## config.mk

```make
export PLATFORM = sky130hd
export DESIGN_NAME = neuron_feeder
export DESIGN_NICKNAME = d
export VERILOG_FILES = /design/src/rtl/adapter_pkg.sv /design/src/rtl/neuron_feeder.sv
export SDC_FILE = /design/constraint.sdc
export NUM_CORES = 1
export LEC_CHECK = 0
export ABC_CLOCK_PERIOD_IN_PS = 3500
export CAP_MARGIN = 0
export CELL_PAD_IN_SITES_DETAIL_PLACEMENT = 0
export CELL_PAD_IN_SITES_GLOBAL_PLACEMENT = 1
export CORE_MARGIN = 2
export CORE_UTILIZATION = 25
export CTS_BUF_LIST = sky130_fd_sc_hd__clkbuf_4
export CTS_CLUSTER_SIZE = 40
export DETAILED_ROUTE_END_ITERATION = 16
export PLACE_DENSITY_LB_ADDON = 0.1
export SYNTH_ARGS = -nofsm -noshare
export SYNTH_HDL_FRONTEND = slang
export SYNTH_SLANG_ARGS = --single-unit
```

## constraint.sdc

```tcl
create_clock -name clk -period 3.5 [get_ports clk]
set_input_delay 0.7 -clock clk [delete_from_list [all_inputs] [get_ports clk]]
set_output_delay 0.7 -clock clk [all_outputs]
set_load 0.02 [all_outputs]
```

## src/rtl/adapter_pkg.sv

```systemverilog
// adapter_pkg: shared word type, feeder state encoding and size defaults
//   BITWIDTH : base float width; a word carries two exception bits on top
//   BW       : MSB index of a word
//   LEN      : maximum vector length and memory depth
//   AW       : memory address width
package adapter_pkg;
    localparam int BITWIDTH = 12;
    localparam int BW       = BITWIDTH + 1;
    localparam int LEN      = 64;
    localparam int AW       = $clog2(LEN);
    typedef logic [BW:0] fp_word_t;
    typedef enum logic [2:0] {IDLE, CLEAR, FETCH, DRAIN, CAPTURE, HOLD} feeder_state_t;
endpackage

```

## src/rtl/neuron_feeder.sv

```systemverilog
// neuron_feeder: clears the neuron, streams vec_len weight/data pairs into it, then offers the sum
//   clk, rst (async, active-low)        : clock and reset
//   start, vec_len                      : run request and pair count (clamped to LEN)
//   busy                                : high outside IDLE
//   w_rd_en/w_addr/w_rdata              : weight memory port, 1-cycle read latency
//   d_rd_en/d_addr/d_rdata              : data memory port, 1-cycle read latency
//   n_weight/n_data/n_en/n_clear/n_accum: neuron interface
//   res_data/res_valid/res_ready        : result valid/ready handshake
module neuron_feeder
    import adapter_pkg::*;
(
    input  logic          clk,
    input  logic          rst,
    input  logic          start,
    input  logic [AW:0]   vec_len,
    output logic          busy,
    output logic          w_rd_en,
    output logic [AW-1:0] w_addr,
    input  fp_word_t      w_rdata,
    output logic          d_rd_en,
    output logic [AW-1:0] d_addr,
    input  fp_word_t      d_rdata,
    output fp_word_t      n_weight,
    output fp_word_t      n_data,
    output logic          n_en,
    output logic          n_clear,
    input  fp_word_t      n_accum,
    output fp_word_t      res_data,
    output logic          res_valid,
    input  logic          res_ready
);
    localparam logic [AW:0] LEN_W = (AW+1)'(LEN);

    feeder_state_t state, nxt;
    logic [AW-1:0] count;
    logic [AW:0]   len_q;
    logic          en_q;
    logic          last;

    assign last      = {1'b0, count} == len_q - 1'b1;
    assign busy      = state != IDLE;
    assign w_rd_en   = state == FETCH;
    assign d_rd_en   = state == FETCH;
    assign w_addr    = count;
    assign d_addr    = count;
    assign n_weight  = w_rdata;
    assign n_data    = d_rdata;
    assign n_clear   = state == CLEAR;
    assign n_en      = en_q;
    assign res_valid = state == HOLD;

    always_comb begin
        nxt = state;
        case (state)
            IDLE:    nxt = start ? CLEAR : IDLE;
            CLEAR:   nxt = len_q == '0 ? CAPTURE : FETCH;
            FETCH:   nxt = last ? DRAIN : FETCH;
            DRAIN:   nxt = CAPTURE;
            CAPTURE: nxt = HOLD;
            HOLD:    nxt = res_ready ? IDLE : HOLD;
            default: nxt = IDLE;
        endcase
    end

    // count holds at its last address after FETCH so the address never wraps
    always_ff @(posedge clk or negedge rst) begin
        if (!rst) begin
            state    <= IDLE;
            count    <= '0;
            len_q    <= '0;
            en_q     <= 1'b0;
            res_data <= '0;
        end else begin
            state    <= nxt;
            count    <= state == IDLE ? '0 : (state == FETCH && !last) ? count + 1'b1 : count;
            len_q    <= (state == IDLE && start) ? (vec_len > LEN_W ? LEN_W : vec_len) : len_q;
            en_q     <= state == FETCH;
            res_data <= state == CAPTURE ? n_accum : res_data;
        end
    end
endmodule

```

**Word level (Yosys, flattened, before mapping)**

Cells that the tools add are included.

- Bits of input ports: 53
- Logic and storage cells: 29
- Output and inout port bits: 60
- Register bits after elaboration: 31

- Muxes and demuxes: 8
- $add $sub $neg: 2
- Equality and inequality tests: 6
- Reductions and logical operators: 7
- $lt $le $gt $ge: 1

Operator list:

| kind | number |
|---|---|
| 3-bit case mux with 6 select lines | 1 |
| 6-bit two-way mux | 2 |
| 6-bit by 7-bit equality test with 1-bit output | 1 |
| 7-bit > comparator (second input constant) | 1 |
| 7-bit logical NOT | 1 |
| 7-bit two-way mux | 1 |
| 7-bit by 1-bit subtractor with 7-bit output (second input constant) | 1 |
| 6-bit by 1-bit adder with 6-bit output (second input constant) | 1 |
| 3-bit by 2-bit equality test with 1-bit output (second input constant) | 2 |
| 3-bit equality test (second input constant) | 2 |
| 3-bit two-way mux | 2 |
| 3-bit by 1-bit equality test with 1-bit output (second input constant) | 1 |
| 3-bit logical NOT | 1 |
| 3-bit nonzero test | 1 |
| 1-bit logical AND | 2 |
| 1-bit two-way mux | 2 |
| 2-bit nonzero test | 1 |
| 1-bit logical NOT | 1 |

**Logic depth before layout (Yosys ltp)**

- Word-level depth: 6
- Depth in mapped cells: 9
- Gate-level depth less buffers: 8

**Worst setup path before layout**

OpenSTA, ideal clock, no wires.

- Kind: reg2out
- Start: reg state[1]
- End: out n_clear
- Slack: 1560 ps
- Stages on the path, launching flop included: 4
- Data required time: 2800 ps
- Arrival: 1240 ps
- Buffers on the path: 1
- Cells stage by stage: dfrtp_1 -> clkbuf_1 -> or3b_2 -> inv_1

- Longest elaborated chain between the ends: 1

Ends and longest elaborated chain:

| element | RTL line | source |
|---|---|---|
| from (decl) | neuron_feeder.sv:34 | `feeder_state_t state, nxt;` |
| from (signal assigned) | neuron_feeder.sv:74 | `state <= nxt;` |
| 3-bit by 1-bit equality test with 1-bit output | neuron_feeder.sv:48 | `assign n_clear = state == CLEAR;` |
| to (decl) | neuron_feeder.sv:26 | `output logic n_clear,` |

No other way between the ends.

**Final worst setup path**

Ends and elaborated chain as after synthesis.

==> results_dict.tcl <==
set metrics [dict create \
    grt_max_degree 32 \
    die_x_um 90.1 \
    use_met3 0.0319 \
    wl_per_cell_um 13.7 \
    worst_clock_skew_ns 0.0113 \
    p_total_mw 1.79 \
    globalRouteMet2Util 0.169 \
    final_layout_size_suffix_gt1_frac 0.153 \
    power.leakage_nw 0.923 \
    max_slew_margin 0.280 \
    nNetsFinal 259 \
    finalCritPeriodShare 0.790 \
    cts.sinks 31 \
    worst_hold_path.endpoint "res_data[1]" \
    initial_core_util 0.257 \
    worstReg2RegStart "len_q[0]" \
    hold_viol 0 \
    worstHoldStart "res_data[1]" \
    viasPerCell 4.26 \
    grt.busiest_layer "met2" \
    wl_um 4130 \
    clock-root-buffer "clkbuf_4" \
    coreArea_mm2 0.00721 \
    cap_violations 0 \
    die_y_um 90.1 \
    dp_hpwl_um 3070 \
    post_cts_buffers 0 \
    ys_ff_latch 31 \
    cts_tree "yes" \
    cp_slowest_cell "clkdlybuf4s50_1" \
    cpPeakStageDelay_ns 0.59 \
    grt_pass1_wl_um 6710 \
    required_ns 2.80 \
    final_max_slew_viol_count 0 \
    ant_nets 0 \
    hold_buffers 0 \
    holdPathStages 1 \
    areaGrowthSynthToFinish_pct 23.8 \
    design.die.area_mm2 0.00812 \
    synthCells 180 \
    ctsResizeCount 0 \
    insertion_delay_ns 0.33 \
    cts_max_level 2 \
    grt_util_met1 0.127 \
    path_max_fanout 13 \
    max_freq_mhz 362 \
    power.density_mw_per_mm2 780 \
    grt_overflow 0 \
    drt_iter0_markers 57 \
    final-setup-viol-count 0 \
    num_rows 31 \
    path_delay_family "buffers and inverters" \
    antenna_cells 0 \
    hp-class "flop to flop" \
    grt.total_usage 0.104 \
    numCtsBuffers 5 \
    grt_pass1_vias 1324 \
    synth_area_per_cell_um2 10.3 \
    path_class "flop to output pin" \
    fill_cells 771 \
    crit_path_start_kind "flop" \
    synth.distinct_cells 37 \
    worst_slew_pin_slew_ns 1.08 \
    clockBufferDepth 2 \
    yosysWarnings 0 \
    path_cells "or3b_2, inv_1, clkdlybuf4s50_1" \
    setup-tns-final_ns 0 \
    reg2regPathDepth 8 \
    routed-via-count 1287 \
    vdd_drop_max_v 0.000189 \
    drc_errors 0 \
    path_buf_inv 2 \
    boundaryPins 113 \
    status "finished clean" \
    r2r_slack_ns 1.18 \
    gpl.final_weighted_congestion 0.681 \
    portBuffers 56 \
    yosysSeqAreaShare 0.418 \
    dr.pass1.iters 4 \
    antenna_found_initial 0 \
    end_kind "output pin" \
    r2r-end "d_addr[5]" \
    rsz0062_at_grt "no" \
    syn_area_mm2 0.00185 \
    period_needed_ns 2.77 \
    path_clk_slew_ns 0.11 \
    syn_nets 236 \
    cp.arrival_ns 2.07 \
]
-- power breakdown --
group,total (mW),leakage [nW],internal (mW),switching [mW]
Sequential,0.663,0.390,0.499,0.164
Clock,0.195,0.0285,0.0712,0.124
Combinational,0.932,0.504,0.480,0.452
-- per-stage QoR --
| stage | hold WS, ns | setup WS [ns] | cell area (µm²) | utilization | std cells |
|---|---|---|---|---|---|
| floorplan | 0.404 | 1.56 | 1850 | - | 180 |
| global placement | 0.496 | 1.11 | 2250 | 0.312 | 295 |
| CTS | 0.525 | 0.710 | 2300 | 0.318 | 302 |
| finish | 0.518 | 0.735 | 2300 | 0.318 | 302 |
| global route | 0.535 | 0.621 | 2300 | 0.318 | 302 |
| detailed placement | 0.498 | 1.09 | 2250 | 0.312 | 295 |
-- worst max path at each step --
stage / from / endpoint / depth (start not counted)
final: state[1] / n_clear / 3
after global routing: state[1] / n_clear / 3
after CTS: state[1] / n_clear / 3
after detailed placement: state[1] / n_clear / 3
after global placement: state[1] / n_clear / 3
after floorplan: state[1] / n_clear / 3
-- flip-flops by register name (all words and copies together) (netlist names) --
name	flops
len_q	7
state	3
res_data	14
d_addr	6
n_en	1
-- cell usage after synthesis --
| cell type | number | area share |
|---|---|---|
| a211oi_1 | 1 | 0.0041 |
| a21oi_1 | 4 | 0.011 |
| and2_1 | 1 | 0.0034 |
| and3b_1 | 1 | 0.0047 |
| and4b_1 | 1 | 0.0054 |
| buf_2 | 3 | 0.0081 |
| buf_4 | 35 | 0.14 |
| buf_6 | 1 | 0.0061 |
| clkbuf_1 | 2 | 0.0041 |
| dfrtp_1 | 31 | 0.42 |
| ha_1 | 3 | 0.020 |
| inv_1 | 7 | 0.014 |
| mux2_2 | 15 | 0.091 |
| mux2i_1 | 2 | 0.011 |
| nand2_1 | 11 | 0.022 |
| nand2_4 | 1 | 0.0061 |
| nand2b_1 | 6 | 0.020 |
| nand3_1 | 8 | 0.022 |
| nand3b_1 | 2 | 0.0081 |
| nand4_1 | 2 | 0.0067 |
| nor2_1 | 5 | 0.010 |
| nor2_2 | 1 | 0.0034 |
| nor2_4 | 1 | 0.0061 |
| nor3_1 | 2 | 0.0054 |
| nor3_2 | 2 | 0.011 |
| nor3b_2 | 1 | 0.0067 |
| nor4b_4 | 2 | 0.026 |
| o211ai_1 | 2 | 0.0081 |
| o21a_1 | 1 | 0.0041 |
| o21ai_0 | 12 | 0.032 |
| o21ai_1 | 1 | 0.0027 |
| o22ai_1 | 1 | 0.0034 |
| o31ai_1 | 1 | 0.0041 |
| or3_1 | 2 | 0.0067 |
| or3b_2 | 1 | 0.0047 |
| xnor2_1 | 4 | 0.019 |
| xor2_1 | 4 | 0.019 |
-- cell families (layout without fill, tap and decap cells) --
| logic type | after synthesis | in the layout | share of synthesized area |
|---|---|---|---|
| AND/OR/NAND/NOR | 50 | 50 | 0.178 |
| buffers and inverters | 48 | 71 | 0.174 |
| flip-flops | 31 | 31 | 0.418 |
| AO/OA/AOI/OAI | 23 | 23 | 0.0695 |
| multiplexers | 17 | 17 | 0.102 |
| XOR/XNOR | 8 | 8 | 0.0378 |
| adder cells (fa/ha/maj) | 3 | 3 | 0.0202 |
-- area by class of cell --
| class | instances | area, µm² | area share |
|---|---|---|---|
| tap | 99 | 124 | 0.0540 |
| clock buffer | 5 | 37.5 | 0.0163 |
| timing repair buffer | 57 | 568 | 0.247 |
| sequential | 31 | 776 | 0.338 |
| inverter | 7 | 26.3 | 0.0114 |
| multi-input combinational | 101 | 756 | 0.329 |
| clock inverter | 2 | 8.76 | 0.00381 |
-- metal layers --
| metal | share of wire | vias up | routed length [µm] |
|---|---|---|---|
| li1 | - | 617 | - |
| met1 | 0.44 | 626 | 1800 |
| met2 | 0.50 | 36 | 2060 |
| met3 | 0.048 | 8 | 200 |
| met4 | 0.017 | 0 | 69 |
| met5 | 0 | - | 0 |
-- cells in the final DEF (no fill, tap or decap), types with 2 or more instances in the layout --
master	netlist	layout
xnor2_1	4	4
nand2b_1	6	6
nand2_1	11	11
o21ai_0	12	12
dfrtp_1	31	31
xor2_1	4	4
mux2i_1	2	2
a21oi_1	4	4
nand3b_1	2	2
mux2_2	15	15
o211ai_1	2	2
nor3_1	2	2
ha_1	3	3
nor4b_4	2	2
clkdlybuf4s50_1	0	56
nor2_1	5	5
or3_1	2	2
inv_1	7	7
nand3_1	8	8
nand4_1	2	2
clkbuf_4	0	5
nor3_2	2	2
No activity file was read; power rests on OpenSTA's default activity.
